[src/rtl/umi_merger_pkg.sv]
// umi_merger_pkg
//   Shared types and constants for the UMI merger: arbiter FSM state encoding,
//   source identifiers and the position of the end-of-message flag in the UMI
//   command word.
package umi_merger_pkg;

    typedef enum logic [1:0] {
        IDLE      = 2'd0,
        LOCK_RESP = 2'd1,
        LOCK_REQ  = 2'd2
    } merge_state_t;

    typedef enum logic {
        SRC_RESP = 1'b0,
        SRC_REQ  = 1'b1
    } merge_src_t;

    localparam int UMI_EOM_BIT = 32'd22;

endpackage

[src/rtl/umi_merger_arb.sv]
// umi_merger_arb
//   Message-granular round-robin arbiter between the response (index 0) and
//   request (index 1) inputs. A grant is held from the first beat of a message
//   until its EOM beat is accepted, so messages never interleave.
// Ports
//   clk, rst   : clock, synchronous active-high reset
//   valid_i[1:0]: input valids  {req, resp}
//   eom_i[1:0]  : EOM flag of the beat currently presented  {req, resp}
//   accept_i    : output slot can take a beat this cycle
//   grant_o[1:0]: one-hot (or zero) grant, combinational, same cycle
module umi_merger_arb
    import umi_merger_pkg::*;
(
    input  logic       clk,
    input  logic       rst,
    input  logic [1:0] valid_i,
    input  logic [1:0] eom_i,
    input  logic       accept_i,
    output logic [1:0] grant_o
);

    merge_state_t state_q, state_d;
    merge_src_t   rr_last_q, rr_last_d;
    logic [1:0]   fire_s;

    // Grant selection: in IDLE a tie goes to the source not granted last.
    always_comb begin
        grant_o = 2'b00;
        case (state_q)
            IDLE: begin
                if (valid_i == 2'b11) begin
                    grant_o = (rr_last_q == SRC_REQ) ? 2'b01 : 2'b10;
                end else begin
                    grant_o = valid_i;
                end
            end
            LOCK_RESP: grant_o = 2'b01;
            LOCK_REQ:  grant_o = 2'b10;
            default:   grant_o = 2'b00;
        endcase
    end

    assign fire_s = grant_o & valid_i & {2{accept_i}};

    // Next-state: lock on a non-EOM beat, release (and record winner) on EOM.
    always_comb begin
        state_d   = state_q;
        rr_last_d = rr_last_q;
        case (state_q)
            IDLE: begin
                if (fire_s[0]) begin
                    if (eom_i[0]) begin
                        rr_last_d = SRC_RESP;
                    end else begin
                        state_d = LOCK_RESP;
                    end
                end else if (fire_s[1]) begin
                    if (eom_i[1]) begin
                        rr_last_d = SRC_REQ;
                    end else begin
                        state_d = LOCK_REQ;
                    end
                end else begin
                    state_d = IDLE;
                end
            end
            LOCK_RESP: begin
                if (fire_s[0] && eom_i[0]) begin
                    state_d   = IDLE;
                    rr_last_d = SRC_RESP;
                end else begin
                    state_d = LOCK_RESP;
                end
            end
            LOCK_REQ: begin
                if (fire_s[1] && eom_i[1]) begin
                    state_d   = IDLE;
                    rr_last_d = SRC_REQ;
                end else begin
                    state_d = LOCK_REQ;
                end
            end
            default: begin
                state_d = IDLE;
            end
        endcase
    end

    // State and round-robin history registers; REQ as last winner makes RESP win the first tie.
    always_ff @(posedge clk) begin
        if (rst) begin
            state_q   <= IDLE;
            rr_last_q <= SRC_REQ;
        end else begin
            state_q   <= state_d;
            rr_last_q <= rr_last_d;
        end
    end

endmodule

[src/rtl/umi_merger.sv]
// umi_merger
//   Merges a UMI response stream and a UMI request stream into one UMI output
//   stream through a one-entry output register (1 beat/cycle throughput,
//   1 cycle input-to-output latency). Payload passes bit-exact.
// Ports
//   clk, rst                          : clock, synchronous active-high reset
//   umi_resp_in_* / umi_req_in_*      : valid, cmd, dstaddr, srcaddr, data in; ready out
//   umi_out_*                         : valid, cmd, dstaddr, srcaddr, data out; ready in
//   resp_msg_count, req_msg_count     : completed-message counters (only with
//                                       UMI_MERGER_STATS_EN defined)
module umi_merger
    import umi_merger_pkg::*;
#(
    parameter int DW = 256,
    parameter int AW = 64,
    parameter int CW = 32
) (
    input  logic          clk,
    input  logic          rst,
    input  logic          umi_resp_in_valid,
    input  logic [CW-1:0] umi_resp_in_cmd,
    input  logic [AW-1:0] umi_resp_in_dstaddr,
    input  logic [AW-1:0] umi_resp_in_srcaddr,
    input  logic [DW-1:0] umi_resp_in_data,
    output logic          umi_resp_in_ready,
    input  logic          umi_req_in_valid,
    input  logic [CW-1:0] umi_req_in_cmd,
    input  logic [AW-1:0] umi_req_in_dstaddr,
    input  logic [AW-1:0] umi_req_in_srcaddr,
    input  logic [DW-1:0] umi_req_in_data,
    output logic          umi_req_in_ready,
    output logic          umi_out_valid,
    output logic [CW-1:0] umi_out_cmd,
    output logic [AW-1:0] umi_out_dstaddr,
    output logic [AW-1:0] umi_out_srcaddr,
    output logic [DW-1:0] umi_out_data,
    input  logic          umi_out_ready
`ifdef UMI_MERGER_STATS_EN
    ,
    output logic [31:0]   resp_msg_count,
    output logic [31:0]   req_msg_count
`endif
);

    logic [1:0]    grant_s;
    logic          can_accept_s;
    logic          accept_s;
    logic          fire_s;
    logic          out_valid_q;
    logic [CW-1:0] cmd_q, cmd_d;
    logic [AW-1:0] dst_q, dst_d;
    logic [AW-1:0] src_q, src_d;
    logic [DW-1:0] data_q, data_d;

    // Slot takes a beat when empty or draining this cycle; readies held low in reset.
    assign can_accept_s = !out_valid_q || umi_out_ready;
    assign accept_s     = can_accept_s && !rst;

    umi_merger_arb u_arb (
        .clk      (clk),
        .rst      (rst),
        .valid_i  ({umi_req_in_valid, umi_resp_in_valid}),
        .eom_i    ({umi_req_in_cmd[UMI_EOM_BIT], umi_resp_in_cmd[UMI_EOM_BIT]}),
        .accept_i (accept_s),
        .grant_o  (grant_s)
    );

    assign umi_resp_in_ready = grant_s[0] && accept_s;
    assign umi_req_in_ready  = grant_s[1] && accept_s;
    assign fire_s = (umi_resp_in_valid && umi_resp_in_ready) ||
                    (umi_req_in_valid && umi_req_in_ready);

    // Payload mux driven by the grant.
    always_comb begin
        if (grant_s[1]) begin
            cmd_d  = umi_req_in_cmd;
            dst_d  = umi_req_in_dstaddr;
            src_d  = umi_req_in_srcaddr;
            data_d = umi_req_in_data;
        end else begin
            cmd_d  = umi_resp_in_cmd;
            dst_d  = umi_resp_in_dstaddr;
            src_d  = umi_resp_in_srcaddr;
            data_d = umi_resp_in_data;
        end
    end

    // Output slot: refill on accept, drain leaves payload untouched.
    always_ff @(posedge clk) begin
        if (rst) begin
            out_valid_q <= 1'b0;
            cmd_q       <= '0;
            dst_q       <= '0;
            src_q       <= '0;
            data_q      <= '0;
        end else if (can_accept_s) begin
            out_valid_q <= fire_s;
            if (fire_s) begin
                cmd_q  <= cmd_d;
                dst_q  <= dst_d;
                src_q  <= src_d;
                data_q <= data_d;
            end
        end
    end

    assign umi_out_valid   = out_valid_q;
    assign umi_out_cmd     = cmd_q;
    assign umi_out_dstaddr = dst_q;
    assign umi_out_srcaddr = src_q;
    assign umi_out_data    = data_q;

`ifdef UMI_MERGER_STATS_EN
    logic [31:0] resp_cnt_q;
    logic [31:0] req_cnt_q;

    // Count completed messages per input; wraps naturally at 32 bits.
    always_ff @(posedge clk) begin
        if (rst) begin
            resp_cnt_q <= 32'd0;
            req_cnt_q  <= 32'd0;
        end else begin
            if (umi_resp_in_valid && umi_resp_in_ready && umi_resp_in_cmd[UMI_EOM_BIT]) begin
                resp_cnt_q <= resp_cnt_q + 32'd1;
            end
            if (umi_req_in_valid && umi_req_in_ready && umi_req_in_cmd[UMI_EOM_BIT]) begin
                req_cnt_q <= req_cnt_q + 32'd1;
            end
        end
    end

    assign resp_msg_count = resp_cnt_q;
    assign req_msg_count  = req_cnt_q;
`endif

endmodule

[config.mk]
export PLATFORM = sky130hd
export DESIGN_NAME = umi_merger
export DESIGN_NICKNAME = d
export VERILOG_FILES = /design/src/rtl/umi_merger_pkg.sv /design/src/rtl/umi_merger_arb.sv /design/src/rtl/umi_merger.sv
export SDC_FILE = /design/constraint.sdc
export NUM_CORES = 1
export LEC_CHECK = 0
export CELL_PAD_IN_SITES_DETAIL_PLACEMENT = 1
export CELL_PAD_IN_SITES_GLOBAL_PLACEMENT = 1
export CORE_AREA = 2 2 483 485
export CTS_BUF_LIST = sky130_fd_sc_hd__clkbuf_4
export CTS_CLUSTER_DIAMETER = 50
export DETAILED_ROUTE_END_ITERATION = 6
export DIE_AREA = 0 0 485 487
export GPL_ROUTABILITY_DRIVEN = 0
export PLACE_DENSITY = 0.34
export SKIP_LAST_GASP = 1
export SYNTH_ARGS = -nofsm -noshare
export SYNTH_HDL_FRONTEND = slang
export SYNTH_SLANG_ARGS = --single-unit
[constraint.sdc]
create_clock -name clk -period 5.2 [get_ports clk]
set_clock_uncertainty 0.15 [all_clocks]
set_input_delay 0.52 -clock clk [delete_from_list [all_inputs] [get_ports clk]]
set_output_delay 0.52 -clock clk [all_outputs]
set_load 0.01 [all_outputs]
---- After elaboration in Yosys (flattened, before gate mapping) ----
Index checks and enable logic that the tools add are counted.
word-level totals
  register bits ........................... 420
  bits in read-only memories .............. 0
  output and inout port bits .............. 419
  memory bits (writable) .................. 0
  memories kept ........................... 0
  input port bits ......................... 837
  bits in latches ......................... 0
cells by class
  shift operators ......................... 0
  div/mod/pow operators ................... 0
  order comparisons ....................... 0
  $mul .................................... 0
  add/subtract/negate cells ............... 0
  reduce and logical (&&, ||, !) cells .... 16
  bitwise logic cells ..................... 2
  muxes and demuxes ....................... 21
  eq/ne operators ......................... 10
operators with widths
  operator              count
  $mux W256             1
  $mux W64              2
  $mux W32              1
  $mux W2               7
  $pmux W2 S3           2
  $logic_and A1 B1 Y1   7
  $mux W1               7
  $ne A3 B3 Y1 const B  2
  $reduce_and A6 Y1     1
  $and A2 B2 Y2         2
  $eq A2 B2 Y1 const B  2
  $ne A2 B1 Y1 const B  2
  $ne A4 B4 Y1 const B  1
  $reduce_and A2 Y1     2
  $ne A3 B1 Y1 const B  1
  $ne A3 B2 Y1 const B  1
  $pmux W1 S3           1
  $reduce_bool A3 Y1    1
  $eq A2 B1 Y1 const B  1
  $logic_not A1 Y1      2
  $logic_not A2 Y1      1
  $logic_or A1 B1 Y1    2

---- Logic depth before layout (Yosys ltp) ----
Gate-level depths: netlist (run 1).
  word-level depth ........................ 8
  mapped depth ............................ 11
  gate-level depth less buffers ........... 7

---- By module ----
Synthesis (run 1) repeated with hierarchy kept, for this count alone.
second synthesis, totals
  cell total of the unflattened synthesis .. 2046
  area, all modules ....................... 22038.6 um^2
modules (own cells, without submodules)
  module          times used  area each (um^2)  cells an instance
  umi_merger      1           21655.8           1999
  umi_merger_arb  1           382.9             47

---- Least setup slack after synthesis (run 1) ----
OpenSTA, ideal clock, no wires.
  path type ............................... register -> register
  from .................................... register u_arb.state_q[1]
  to ...................................... register u_arb.state_q[0]
  stages on the path, launching flop included .. 9
  arrival time ............................ 2.018 ns
  setup time .............................. 0.074 ns
  clock period less this slack ............ 2.243 ns
  slack ................................... 2.957 ns
  data required time ...................... 4.976 ns
  cells stage by stage .................... dfxtp_1 -> inv_1 -> ha_1 -> buf_2 -> nand2_1 -> o21ai_1 -> mux2_2 -> a311o_1 -> o21ai_0
on the way
  longest elaborated chain between the ends .. 7
  elaborated cells between the ends (all ways) .. 14
RTL lines
  what                                            RTL line                                    RTL
  from (decl)                                     umi_merger_arb.sv:22                        merge_state_t state_q, state_d;
  from (signal assigned)                          umi_merger_arb.sv:95                        state_q <= state_d;
  $eq A2 B2 Y1 (tied with other cells)            umi_merger_arb.sv:29, umi_merger_arb.sv:49
  $pmux W2 S3                                     umi_merger_arb.sv:29                        case (state_q)
  $and A2 B2 Y2 (2 in a row)                      umi_merger_arb.sv:43                        assign fire_s = grant_o & valid_i & {2{accept_i}};
  $mux W2 or $logic_and A1 B1 Y1 (tied branches)  umi_merger_arb.sv:57, umi_merger_arb.sv:68
  $mux W2 or $mux W1 (tied branches)              umi_merger_arb.sv:51, umi_merger_arb.sv:68
  $pmux W2 S3                                     umi_merger_arb.sv:49                        case (state_q)
Several ways; a longest one is shown, not always the timed one.
A chain may end at the register's enable or synchronous reset.

---- Worst setup path in the final report (run 1) ----
  from .................................... register u_arb.state_q[1]
  to ...................................... output umi_resp_in_ready
on the way
  longest elaborated chain between the ends .. 3
  elaborated cells between the ends (all ways) .. 5
RTL lines
  what                                  RTL line              RTL
  $eq A2 B2 Y1 (tied with other cells)  umi_merger_arb.sv:29
  $pmux W2 S3 *                         umi_merger_arb.sv:29
  $logic_and A1 B1 Y1 *                 umi_merger.sv:68      assign umi_resp_in_ready = grant_s[0] && accept_s;
  to (decl)                             umi_merger.sv:25      output logic umi_resp_in_ready,
Every way passes the cells marked *; elsewhere a longest branch is shown, timed or not.

==> results of run 1 <==
-- worst max-delay path: cells and delay by family, from the launching register on --
family | cells | cell delay, ns
buf+inv | 2 | 0.88
compound gates | 1 | 0.26
fa+ha+maj | 1 | 0.46
flops | 1 | 0.41
simple gates | 2 | 0.36
-- layer usage --
metal  share of wire (%)  GRT usage, %  up-vias
met5                0.38             0        -
met4                 2.2          3.67      104
met3                  12          7.38      348
met2                  46          23.3     1169
met1                  40          16.2    11620
li1                    -             -    11361
-- flip-flops by register name (all words and copies together), names as in the netlist --
signal           count
umi_out_data       256
umi_out_dstaddr     64
umi_out_srcaddr     64
umi_out_cmd         32
u_arb.state_q        2
u_arb.rr_last_q      1
umi_out_valid        1
-- layout make-up --
cell class,count,area share [%]
Sequential cell,420,18.5
Clock buffer,237,3.92
Antenna cell,53,0.293
Multi-Input combinational cell,1299,20.9
Inverter,2,0.0166
Clock inverter,29,0.499
Tap cell,3043,8.40
Timing Repair Buffer,2141,47.4
-- logic make-up (layout without fill, tap and decap cells) --
family | after synthesis | after routing | share of synthesized area, %
simple gates | 438 | 438 | 8.70
compound gates | 437 | 437 | 18.2
fa+ha+maj | 5 | 5 | 0.324
flops | 420 | 420 | 43.6
mux | 419 | 419 | 21.7
other cells | 0 | 53 | 0
buf+inv | 191 | 2409 | 7.48
-- through the flow --
step	util (%)	instance area (um^2)	setup slack, ns	power, mW
global route	19.6	45300	0.701	15.4
finish	19.6	45300	1.08	14.4
floorplan	-	19300	2.96	6.68
CTS	19.5	45200	0.803	14.8
detailed placement	15.1	34900	1.59	9.34
global placement	15.1	34900	1.65	9.32
-- timing repair --
| action | in CTS | in global routing |
|---|---|---|
| hold buffers | 831 | 0 |
| buffers inserted | 0 | 0 |
| setup endpoints to repair | 0 | 0 |
| endpoints found under the hold margin | 420 | 0 |
-- cell usage in the layout (no fill, tap or decap), types with 2 or more instances in the layout --
master and count:
a21oi_1 6, nand2b_1 2, buf_12 17, clkdlybuf4s50_1 1254, buf_4 38, clkinvlp_4 2
nand4_1 2, a211oi_2 51, and2_1 2, dfxtp_1 420, dlygate4sd3_1 831, bufinv_16 3
diode_2 53, clkbuf_4 237, nand3_1 3, clkinv_4 4, mux2i_1 417, inv_1 2
inv_6 2, clkinv_1 16, nor2_1 419, o21ai_0 5, a211oi_1 365, nand2_1 5
ha_1 5, nand3b_1 3
-- final timing paths --
| kind | cells after the start | slack (ns) | to |
|---|---|---|---|
| worst max-delay path | 6 | 1.08 | umi_resp_in_ready |
| worst min-delay path | 3 | 0.22 | umi_out_srcaddr[47] |
| worst max register to register | 10 | 1.26 | umi_out_data[122] |
| worst min register to register | 2 | 0.35 | umi_out_data[89] |
-- power by group --
part / total [mW] / internal [mW] / switching (mW)
clock network: 4.13 / 2.20 / 1.93
logic: 6.12 / 3.39 / 2.73
registers: 4.12 / 3.79 / 0.338
==> results.sh, run 1 <==
export IMPL_synthesis_area_um2=19300
export IMPL_cp_slowest_cell="clkdlybuf4s50_1"
export IMPL_core_um2=231000
export IMPL_yosysSeqAreaShare_pct=43.6
export IMPL_grt_max_degree=147
export IMPL_grt_total_usage_pct=14.2
export IMPL_syn_inst=1910
export IMPL_synth_cell_types=33
export IMPL_rsz0062_at_grt="false"
export IMPL_drt_pre_antenna_iters=4
export IMPL_multi_input_area_um2=9470
export IMPL_reg2reg_from="u_arb.state_q[1]"
export IMPL_first_iter_violations=839
export IMPL_clockBufferDepth=3
export IMPL_antenna_found_initial=180
export IMPL_synth_flop_cell="dfxtp_1"
export IMPL_outcome="finished clean"
export IMPL_vias=24602
export IMPL_placed_cells=6074
export IMPL_hold_path_startpoint="umi_req_in_srcaddr[47]"
export IMPL_tightest_slew_ns=1.21
export IMPL_path_clk_slew_ns=0.06
export IMPL_nets=4860
export IMPL_slowest_delay_ns=0.67
export IMPL_grt_pass1_vias=26436
export IMPL_ys_ff_latch=420
export IMPL_yosysTopAreaCellShare_pct=43.6
export IMPL_period_minus_slack_ns=4.12
export IMPL_fill_cells=26835
export IMPL_die_h_um=487
export IMPL_ios=1256
export IMPL_die_width_um=485
export IMPL_synthMostInstantiatedCell="dfxtp_1"
export IMPL_cp_start_kind="register"
export IMPL_place_hpwl_um=140000
export IMPL_cp_arrival_ns=3.45
export IMPL_routed_via_density=3.41
export IMPL_htree_levels=4
export IMPL_synthTopCellsByArea="dfxtp_1 (44%), mux2i_1 (22%), a211oi_1 (14%), nor2_1 (8.1%), buf_6 (4.5%)"
export IMPL_drcViolationCount=0
export IMPL_worstPathCellList="inv_1 > ha_1 > nand2_1 > o21ai_0 > and2_1 > clkdlybuf4s50_1"
export IMPL_synth_edf_count=0
export IMPL_min_path_type="in -> reg"
export IMPL_syn_mean_instance_area_um2=10.1
export IMPL_cp_max_fo=12
export IMPL_clock_latency_ns=1.14
export IMPL_p_leak_nw=16.2
export IMPL_clock_root_buffer="clkbuf_4"
export IMPL_ant_nets=0
export IMPL_postSynthNetCount=2752
export IMPL_fin_setup_tns_ns=0
export IMPL_synth_commonest_cells="dfxtp_1 (420), nor2_1 (419), mux2i_1 (417)"
export IMPL_drive_above_1_share_pct=8.77
export IMPL_start_util_pct=8.34
export IMPL_area_delta_synth_final_pct=135
export IMPL_period_share_pct=79.2
export IMPL_cp_end_kind="output pin"
export IMPL_dieArea_um2=236000
export IMPL_async_flop_share_pct=0
export IMPL_port_buffers=1255
export IMPL_cts_tree="done"
export IMPL_grt_ovfl_total=0
export IMPL_grt_pass1_wl_um=230000
export IMPL_finalMaxSlewViolations=0
export IMPL_relSlewSlack_pct=19.6
export IMPL_hold_viol=0
export IMPL_crit_required_ns=4.53
export IMPL_synth_largest_area_cell="dfxtp_1"
export IMPL_wl_per_cell_um=24.0
export IMPL_cts_sinks=420
export IMPL_cts_buffers=154
export IMPL_powerDensity_nw_per_um2=317
export IMPL_path_class="reg -> out"
export IMPL_critPathLaunch="u_arb.state_q[1]"
export IMPL_ys_warn_count=0
export IMPL_cts_resized=0
export IMPL_final_cells=7224
export IMPL_drv_cap=0
export IMPL_drt_total_wl_um=173000
export IMPL_peakVddDrop_v=0.000163
export IMPL_fmax_mhz=243
export IMPL_setup_viol_count_final=0
export IMPL_regArea_um2=8410
export IMPL_rows=177
export IMPL_hold_slack_ns=0.219
Power figures use the tool's default switching activity.
==> run 2: changes to the inputs <==
--- a/config.mk
+++ b/config.mk
@@ -7,13 +7,13 @@
 export LEC_CHECK = 0
 export CELL_PAD_IN_SITES_DETAIL_PLACEMENT = 1
 export CELL_PAD_IN_SITES_GLOBAL_PLACEMENT = 1
-export CORE_AREA = 2 2 483 485
+export CORE_AREA = 2 2 486 488
 export CTS_BUF_LIST = sky130_fd_sc_hd__clkbuf_4
 export CTS_CLUSTER_DIAMETER = 50
 export DETAILED_ROUTE_END_ITERATION = 6
-export DIE_AREA = 0 0 485 487
+export DIE_AREA = 0 0 488 490
 export GPL_ROUTABILITY_DRIVEN = 0
-export PLACE_DENSITY = 0.34
+export PLACE_DENSITY = 0.35
 export SKIP_LAST_GASP = 1
 export SYNTH_ARGS = -nofsm -noshare
 export SYNTH_HDL_FRONTEND = slang
==> constraint.sdc (replaced) <==
create_clock -name clk -period 3.36 [get_ports clk]
set_clock_uncertainty 0.15 [all_clocks]
set_input_delay 0.336 -clock clk [delete_from_list [all_inputs] [get_ports clk]]
set_output_delay 0.336 -clock clk [all_outputs]
set_load 0.01 [all_outputs]
==> run 2 against run 1 <==
Clock power is 55% higher. Register-to-register slack got worse by 1.1 ns. Clock-buffer cell count rose by 8. Total power grew 58%. Wire length up 2.2%. Hold slack better by 0.017 ns. Sequential cell count did not move. Final cell count increased by 4.5%. Die area rose by 1.2%. Sequential power increased by 55%. Core utilization grew 0.79 points. Critical endpoint is now umi_out_data[84].
==> results.sh, run 2 (same netlist as run 1, synthesis figures left out) <==
export IMPL_drt_pre_antenna_iters=5
export IMPL_drcViolationCount=0
export IMPL_area_delta_synth_final_pct=147
export IMPL_cp_start_kind="register"
export IMPL_drive_above_1_share_pct=9.15
export IMPL_rows=178
export IMPL_cts_tree="done"
export IMPL_clockBufferDepth=3
export IMPL_tightest_slew_ns=1.18
export IMPL_peakVddDrop_v=0.000262
export IMPL_ff2ff_setup_slack_ns=0.14
export IMPL_cp_arrival_ns=4.09
export IMPL_antenna_found_initial=189
export IMPL_finish_utilization_pct=20.4
export IMPL_gr_usage_met1_pct=16.3
export IMPL_path_clk_slew_ns=0.06
export IMPL_hold_path_startpoint="umi_resp_in_srcaddr[23]"
export IMPL_core_um2=234000
export IMPL_largest_reg_flops=256
export IMPL_r2r_cells=11
export IMPL_nets=5072
export IMPL_grt_total_usage_pct=14.3
export IMPL_grt_pass1_vias=27209
export IMPL_grt_pass1_wl_um=234000
export IMPL_clock_latency_ns=1.16
export IMPL_hold_slack_ns=0.236
export IMPL_die_h_um=490
export IMPL_relSlewSlack_pct=20.8
export IMPL_gr_usage_met2_pct=23.2
export IMPL_use_met3_pct=7.29
export IMPL_htree_levels=4
export IMPL_grt_ovfl_total=0
export IMPL_clock_root_buffer="clkbuf_4"
export IMPL_dpl_cell_area_um2=35200
export IMPL_cp_end_kind="register"
export IMPL_outcome="finished clean"
export IMPL_fmax_mhz=311
export IMPL_routed_via_density=3.38
export IMPL_ant_nets=0
export IMPL_reg2reg_from="u_arb.state_q[0]"
export IMPL_drt_total_wl_um=177000
export IMPL_final_cells=7549
export IMPL_cp_max_fo=20
export IMPL_period_minus_slack_ns=3.22
export IMPL_final_cell_area_um2=47700
export IMPL_wl_per_cell_um=23.4
export IMPL_hold_viol=0
export IMPL_first_iter_violations=957
export IMPL_drv_cap=0
export IMPL_rsz0062_at_grt="true"
export IMPL_path_class="reg -> reg"
export IMPL_vias=25525
export IMPL_grt_max_degree=126
export IMPL_holdPathEnd="umi_out_srcaddr[23]"
export IMPL_place_hpwl_um=142000
export IMPL_top_usage_layer="met2"
export IMPL_period_share_pct=95.7
export IMPL_dieArea_um2=239000
export IMPL_cts_buffers=154
export IMPL_powerDensity_nw_per_um2=477
export IMPL_crit_required_ns=4.23
export IMPL_fin_setup_tns_ns=0
export IMPL_finalMaxSlewViolations=0
export IMPL_port_buffers=1255
export IMPL_min_path_cells=4
export IMPL_final_common_cell="clkdlybuf4s50_1"
export IMPL_ios=1256
export IMPL_cts_sinks=420
export IMPL_start_util_pct=8.25
export IMPL_die_width_um=488
export IMPL_p_leak_nw=17.2
export IMPL_min_path_type="in -> reg"
export IMPL_final_cell_mix="clkdlybuf4s50_1 (1252), dlygate4sd3_1 (1019), dfxtp_1 (420), nor2_1 (419), mux2i_1 (417)"
export IMPL_r2r_end="umi_out_data[84]"
export IMPL_setup_viol_count_final=0
export IMPL_placed_cells=6199
[run 2: power by group]
part / switching, mW / internal (mW)
Clock: 3.05 / 3.36
Sequential: 0.545 / 5.86
Combinational: 4.35 / 5.59
Total: 7.95 / 14.8
[run 2: final cells by class]
cell class	count	area [um^2]
well taps	3150	3940
inverters	2	7.51
clock buffers	245	1840
repair buffers	2353	23700
fillers	27093	186000
clock inverters	29	176
flip-flops and latches	420	8410
diodes	51	128
multi-input cells	1299	9480
[run 2: metal layers]
layer  wire length, um  share of wire [%]
met3             20800                 12
met2             80700                 46
met4              4680                2.6
met1             69900                 40
met5               738               0.42
[run 2: worst max-delay path, cell delays in order, from the launching register on]
cell and delay (ns):
dfxtp_1 0.31, inv_2 0.11, ha_4 0.16, nand2_1 0.06
a21oi_2 0.17, mux2_8 0.23, buf_16 0.19, buf_8 0.19
mux2i_1 0.20, dlygate4sd3_1 0.58, a211oi_1 0.07, dlygate4sd3_1 0.60
[run 2: worst max path at each step]
stage | depth (start not counted) | end | from | slack, ns
after floorplan | 8 | u_arb.state_q[0] | u_arb.state_q[1] | 1.12
after global placement | 8 | umi_out_data[63] | umi_resp_in_valid | 0.43
after detailed placement | 8 | umi_out_dstaddr[60] | umi_resp_in_valid | 0.42
after CTS | 6 | umi_resp_in_ready | u_arb.state_q[0] | 0.002
after global routing | 6 | umi_resp_in_ready | u_arb.state_q[0] | -0.02
final | 11 | umi_out_data[84] | u_arb.state_q[0] | 0.14
[run 2: metrics by stage]
step	worst slack, ns	power [mW]
floorplan	1.12	10.3
global placement	0.434	14.5
detailed placement	0.421	14.5
CTS	0.00250	23.2
global route	-0.0214	24.3
finish	0.144	22.8
[run 2: what timing repair did]
item                                    4_1_cts  5_1_grt
pin swaps                                     1        1
buffers inserted                              0        3
hold buffers                               1019        0
endpoints found under the hold margin       420        0
endpoints found under the setup margin        2       26
gates resized for setup                      10       15
gates cloned                                  0        3
